==> src/rtl/mealy_sync_tx.sv <==
// Serial frame transmitter: sync word, MSB-first payload, optional even parity, then idle-high gap.
// Define MEALY_SYNC_TX_PARITY_EN to append the even-parity bit after the payload.
module mealy_sync_tx #(
  parameter int unsigned        DATA_W       = 8,
  parameter int unsigned        SYNC_W       = 4,
  parameter logic [SYNC_W-1:0]  SYNC_PATTERN = SYNC_W'(4'b0100),
  parameter int unsigned        GAP          = 1
) (
  input  logic              clk,
  input  logic              rst,
  input  logic              start,
  input  logic [DATA_W-1:0] data,
  output logic              ready,
  output logic              busy,
  output logic              x,
  output logic              done
);

  localparam int unsigned MAX_SD  = (SYNC_W > DATA_W) ? SYNC_W : DATA_W;
  localparam int unsigned MAX_ALL = (MAX_SD > GAP) ? MAX_SD : GAP;
  localparam int unsigned CNT_W   = $clog2(MAX_ALL + 1);

  localparam logic [CNT_W-1:0] SYNC_LAST = CNT_W'(SYNC_W - 1);
  localparam logic [CNT_W-1:0] DATA_LAST = CNT_W'(DATA_W - 1);
  localparam logic [CNT_W-1:0] GAP_LAST  = CNT_W'(GAP);
  localparam logic [CNT_W-1:0] GAP_READY = CNT_W'(GAP - 1);

`ifdef MEALY_SYNC_TX_PARITY_EN
  typedef enum logic [2:0] {S_IDLE, S_SYNC, S_DATA, S_PAR, S_GAP} state_e;
`else
  typedef enum logic [2:0] {S_IDLE, S_SYNC, S_DATA, S_GAP} state_e;
`endif

  state_e              state_q, state_d;
  logic [CNT_W-1:0]    cnt_q, cnt_d;
  logic [DATA_W-1:0]   shift_q, shift_d;
  logic                x_q, x_d;
  logic                ready_q, ready_d;
  logic                busy_q, busy_d;
  logic                done_q, done_d;
  logic                enter_gap;
  logic                load;
  logic [SYNC_W-1:0]   sync_sh;
`ifdef MEALY_SYNC_TX_PARITY_EN
  logic                par_q, par_d;
`endif

  // NOTE: registers use non-blocking assignments so every flop samples pre-edge values.
  always_ff @(posedge clk or posedge rst) begin
    if (rst) begin
      state_q <= S_IDLE;
      cnt_q   <= '0;
      shift_q <= '0;
      x_q     <= 1'b1;
      ready_q <= 1'b1;
      busy_q  <= 1'b0;
      done_q  <= 1'b0;
`ifdef MEALY_SYNC_TX_PARITY_EN
      par_q   <= 1'b0;
`endif
    end else begin
      state_q <= state_d;
      cnt_q   <= cnt_d;
      shift_q <= shift_d;
      x_q     <= x_d;
      ready_q <= ready_d;
      busy_q  <= busy_d;
      done_q  <= done_d;
`ifdef MEALY_SYNC_TX_PARITY_EN
      par_q   <= par_d;
`endif
    end
  end

  // NOTE: every signal gets a default before the case, so no path can infer a latch.
  always_comb begin
    state_d   = state_q;
    cnt_d     = cnt_q;
    shift_d   = shift_q;
    x_d       = 1'b1;
    ready_d   = ready_q;
    busy_d    = busy_q;
    done_d    = 1'b0;
    enter_gap = 1'b0;
    load      = 1'b0;
    sync_sh   = SYNC_PATTERN << (cnt_q + 1'b1);
`ifdef MEALY_SYNC_TX_PARITY_EN
    par_d     = par_q;
`endif

    unique case (state_q)
      S_IDLE: begin
        ready_d = 1'b1;
        busy_d  = 1'b0;
        load    = start;
      end
      S_SYNC: begin
        if (cnt_q == SYNC_LAST) begin
          state_d = S_DATA;
          cnt_d   = '0;
          x_d     = shift_q[DATA_W-1];
          shift_d = shift_q << 1;
        end else begin
          cnt_d = cnt_q + 1'b1;
          x_d   = sync_sh[SYNC_W-1];
        end
      end
      S_DATA: begin
        if (cnt_q == DATA_LAST) begin
`ifdef MEALY_SYNC_TX_PARITY_EN
          state_d = S_PAR;
          x_d     = par_q;
`else
          enter_gap = 1'b1;
`endif
        end else begin
          cnt_d   = cnt_q + 1'b1;
          x_d     = shift_q[DATA_W-1];
          shift_d = shift_q << 1;
        end
      end
`ifdef MEALY_SYNC_TX_PARITY_EN
      S_PAR: enter_gap = 1'b1;
`endif
      S_GAP: begin
        // The gap's final edge doubles as the next accept edge for back-to-back frames.
        if (cnt_q == GAP_LAST) begin
          if (start && ready_q) begin
            load = 1'b1;
          end else begin
            state_d = S_IDLE;
            busy_d  = 1'b0;
          end
        end else begin
          cnt_d = cnt_q + 1'b1;
          if (cnt_q == GAP_READY) ready_d = 1'b1;
        end
      end
      default: state_d = S_IDLE;
    endcase

    if (enter_gap) begin
      state_d = S_GAP;
      cnt_d   = CNT_W'(1);
      x_d     = 1'b1;
      done_d  = 1'b1;
      ready_d = (GAP == 1);
    end

    if (load) begin
      state_d = S_SYNC;
      cnt_d   = '0;
      shift_d = data;
      x_d     = SYNC_PATTERN[SYNC_W-1];
      ready_d = 1'b0;
      busy_d  = 1'b1;
`ifdef MEALY_SYNC_TX_PARITY_EN
      par_d   = ^data;
`endif
    end
  end

  assign x     = x_q;
  assign ready = ready_q;
  assign busy  = busy_q;
  assign done  = done_q;

endmodule

==> config.mk <==
export PLATFORM = sky130hd
export DESIGN_NAME = mealy_sync_tx
export DESIGN_NICKNAME = d
export VERILOG_FILES = /design/src/rtl/mealy_sync_tx.sv
export SDC_FILE = /design/constraint.sdc
export NUM_CORES = 1
export LEC_CHECK = 0
export BUFFER_PORTS_ARGS = -buffer_cell sky130_fd_sc_hd__clkbuf_2
export CELL_PAD_IN_SITES_DETAIL_PLACEMENT = 1
export CELL_PAD_IN_SITES_GLOBAL_PLACEMENT = 1
export CORE_ASPECT_RATIO = 1.4
export CORE_MARGIN = 2
export CORE_UTILIZATION = 30
export CTS_CLUSTER_DIAMETER = 30
export DETAILED_ROUTE_END_ITERATION = 7
export PLACE_DENSITY_LB_ADDON = 0.1
export SLEW_MARGIN = 20
export SYNTH_ARGS = -nofsm -noshare
export SYNTH_HDL_FRONTEND = slang
export SYNTH_SLANG_ARGS = --single-unit
==> constraint.sdc <==
create_clock -name clk -period 1.8 [get_ports clk]
set_input_delay 0.18 -clock clk [delete_from_list [all_inputs] [get_ports clk]]
set_output_delay 0.18 -clock clk [all_outputs]
set_load 0.02 [all_outputs]
==> impl_metrics.ini <==
[status]
status = complete, but fails checks
violations = setup timing

[route]
drt-initial-drc-count = 9
drt_wl_total_um = 3059
drc = 0
antenna_left = 0
vias = 944
routedWlPerCell_um = 16.10
dr.pass1.iters = 4
drt-vias-per-instance = 4.968

[synthesis]
synth_compound_area_frac = 0.1223
ys_ff_latch = 18
synthSimpleGateAreaFrac = 0.1572
synth-seq-area-share = 0.3952
synthTopCellsByArea = dfrtp_1 35%, mux2_2 13%, ha_1 7.6%
synth_edf_count = 0
syn_avg_cell_area_um2 = 11.02
synth_top_area_share = 0.3493
synth_area_um2 = 1146
synthMostInstantiatedCell = dfrtp_1
synthMuxAreaShare = 0.1758
synthArstFlopShare = 1.000
synth_cell_types = 37
synth-xor-area-share = 0.007642
ys_warn_count = 0
synth.net_count = 122
syn_inst = 104
netlist_top_cells_count = 16 x dfrtp_1, 13 x mux2_2, 9 x inv_1
ys.flop_type = dfrtp_1
synthAdderAreaFrac = 0.07642
yosysTopAreaCell = dfrtp_1
synth_top_family_by_area = multiplexers

[critical_path]
startpoint_type = flip-flop
critical_path_class = reg -> reg
startpoint = state_q[0]
reg2reg_to = shift_q[4]
reg2reg_from = state_q[0]
rr_worst_depth = 6
cp.required_ns = 1.94
cpMaxStageDelayCell = dfrtp_1
end_kind = flip-flop
regToRegSetupSlack_ns = -0.08
cp.arrival_ns = 2.01
crit_fanout = 8
critPathMaxStageDelay_ns = 0.44
cp-endpoint = shift_q[4]
cp_cell_sequence = ha_2 > and4bb_2 > o21ai_4 > buf_12 > mux2_2 > mux2_4

[power]
leakage_uw = 0.0008007
p_clk_frac = 0.103
power_density_nw_per_um2 = 1882
p_sw_uw = 1161
seqPwrFrac = 0.237
comb_power_share = 0.661
sw_frac_of_total = 0.3668
ir_drop_mv = 0.9356
power.internal_uw = 2004
power.total_uw = 3165

[cts]
cts.clk_slew.worst_paths_ns = 0.07
cts_root_buf = clkbuf_8
htree_levels = 1
tritoncts = done
clock_latency_ns = 0.25
cts_sinks = 18
cts_max_path_buffers = 2
cts_buffers = 3

[timing]
clock_skew_ns = 0.002891
max_freq_mhz = 533.3
maxSlewHeadroom = 0.5374
hold_violations = 0
slew_viol_final = 0
finalSetupViolations = 7
setup_tns_ns = -0.3795
fin_crit_sh = 1.042
worst_slew_pin_slew_ns = 0.6932
grt_setup_unrepaired = yes
fin_ws_ns = -0.07505
post-route-min-period_ns = 1.875

[placed_design]
dp_worst_setup_slack_ns = -0.1302
place.gp.congestion = 0.7881
io_buffers = 14
place_area_um2 = 1429
dp_hpwl_um = 2257

[floorplan]
dieHeight_um = 77.13
core_um2 = 3643
start_util = 0.3146
die_w_um = 56.24
io_pins = 15
dieArea_um2 = 4337
row_count = 26

[final_layout]
finish.utilization = 0.4615
fin_area_um2 = 1682
n_antenna_cell = 0
seq_area_um2 = 454.2
multi_input_area_um2 = 752.0
fillerInstances = 417
area_delta_synth_final_pct = 46.72
drive_gt1_frac = 0.6149
layout.nets = 167

[global_routing]
track_usage = 0.1556
grt_pass1_vias = 1046
grt_start_max_net_pins = 19
grt_pass1_wl_um = 5230
antenna_found_initial = 0
overflow = 0

[run]
max_cap_violations = 0

[worst_hold_path]
holdCritPathClass = in -> async
layout make-up:
class,count,share of cell area
clock buffer,4,0.03274
inverter,9,0.02009
multi-input combinational,72,0.4472
sequential,18,0.2701
tap,42,0.03125
timing repair buffer,45,0.1987
layout by cell type, fill, tap and decap left out, types with 2 or more instances in the layout:
cell      instances
nand3b_1          2
inv_2             2
a211oi_2          2
a21oi_2           2
nor3_1            4
nand2_1           3
ha_2              4
o21ai_0           2
buf_6             5
clkbuf_2         14
buf_4            25
a21oi_1           2
mux2i_1           4
inv_1             7
ha_4              2
nor3b_4           2
mux2_2            3
nor3_2            3
dfstp_2           2
mux2_4           11
clkbuf_8          4
nor2_1            5
dfrtp_1          15
power groups by stage:
stage	clock network [uW]	registers (uW)	logic, uW
2_1_floorplan	0	740	1050
3_3_place_gp	0	731	1600
3_5_place_dp	0	744	1650
4_1_cts	338	750	2080
5_1_grt	364	776	2290
6_report	325	750	2090
cell families after synthesis:
group                    Yosys count
AND/OR/NAND/NOR                   27
XOR/XNOR                           1
adder cells (fa/ha/maj)            7
AO/OA/AOI/OAI                     19
flip-flops                        18
multiplexers                      18
buffers and inverters             14
metrics by stage:
stage,instances,hold WS (ns)
6_report,190,0.007533
5_1_grt,190,0.05378
4_1_cts,189,0.03023
3_5_place_dp,178,0.3031
3_3_place_gp,178,0.2884
2_1_floorplan,104,0.1171
critical path: cells and delay by family, from the launching register on:
family	cells	cell delay [ns]
AOI/OAI and AO/OA	1	0.14
adders and majority gates	1	0.20
buffers and inverters	1	0.14
DFF	1	0.44
muxes	2	0.59
and+or+nand+nor	1	0.24
state kept, by name (all words and copies together) (netlist names):
register  cells
busy          1
cnt_q         4
done          1
ready         1
shift_q       8
state_q       2
x             1
repair_timing:
item / CTS / global route
gates cloned: 1 / 0
gates resized for setup: 24 / 12
hold buffers: 0 / 0
setup buffers: 6 / 3
pin swaps: 5 / 6
endpoints found under the setup margin: 12 / 16
how the worst min path moves through the flow:
stage                     depth (start not counted)          to  slack, ns  startpoint
after floorplan                                   1        busy       0.12         rst
after global placement                            2    cnt_q[3]       0.29         rst
after detailed placement                          2    cnt_q[3]       0.30         rst
after CTS                                         2  shift_q[3]       0.03         rst
after global routing                              2    cnt_q[3]       0.05         rst
final                                             2  shift_q[0]      0.008         rst
layer usage:
| layer | routed length, um | track usage |
|---|---|---|
| met1 | 1190 | 0.1891 |
| met2 | 1785 | 0.2788 |
| met3 | 44 | 0.01518 |
| met4 | 39 | 0.05714 |
| met5 | 0 | 0 |
Note: power is estimated with default switching activity, not from simulation.
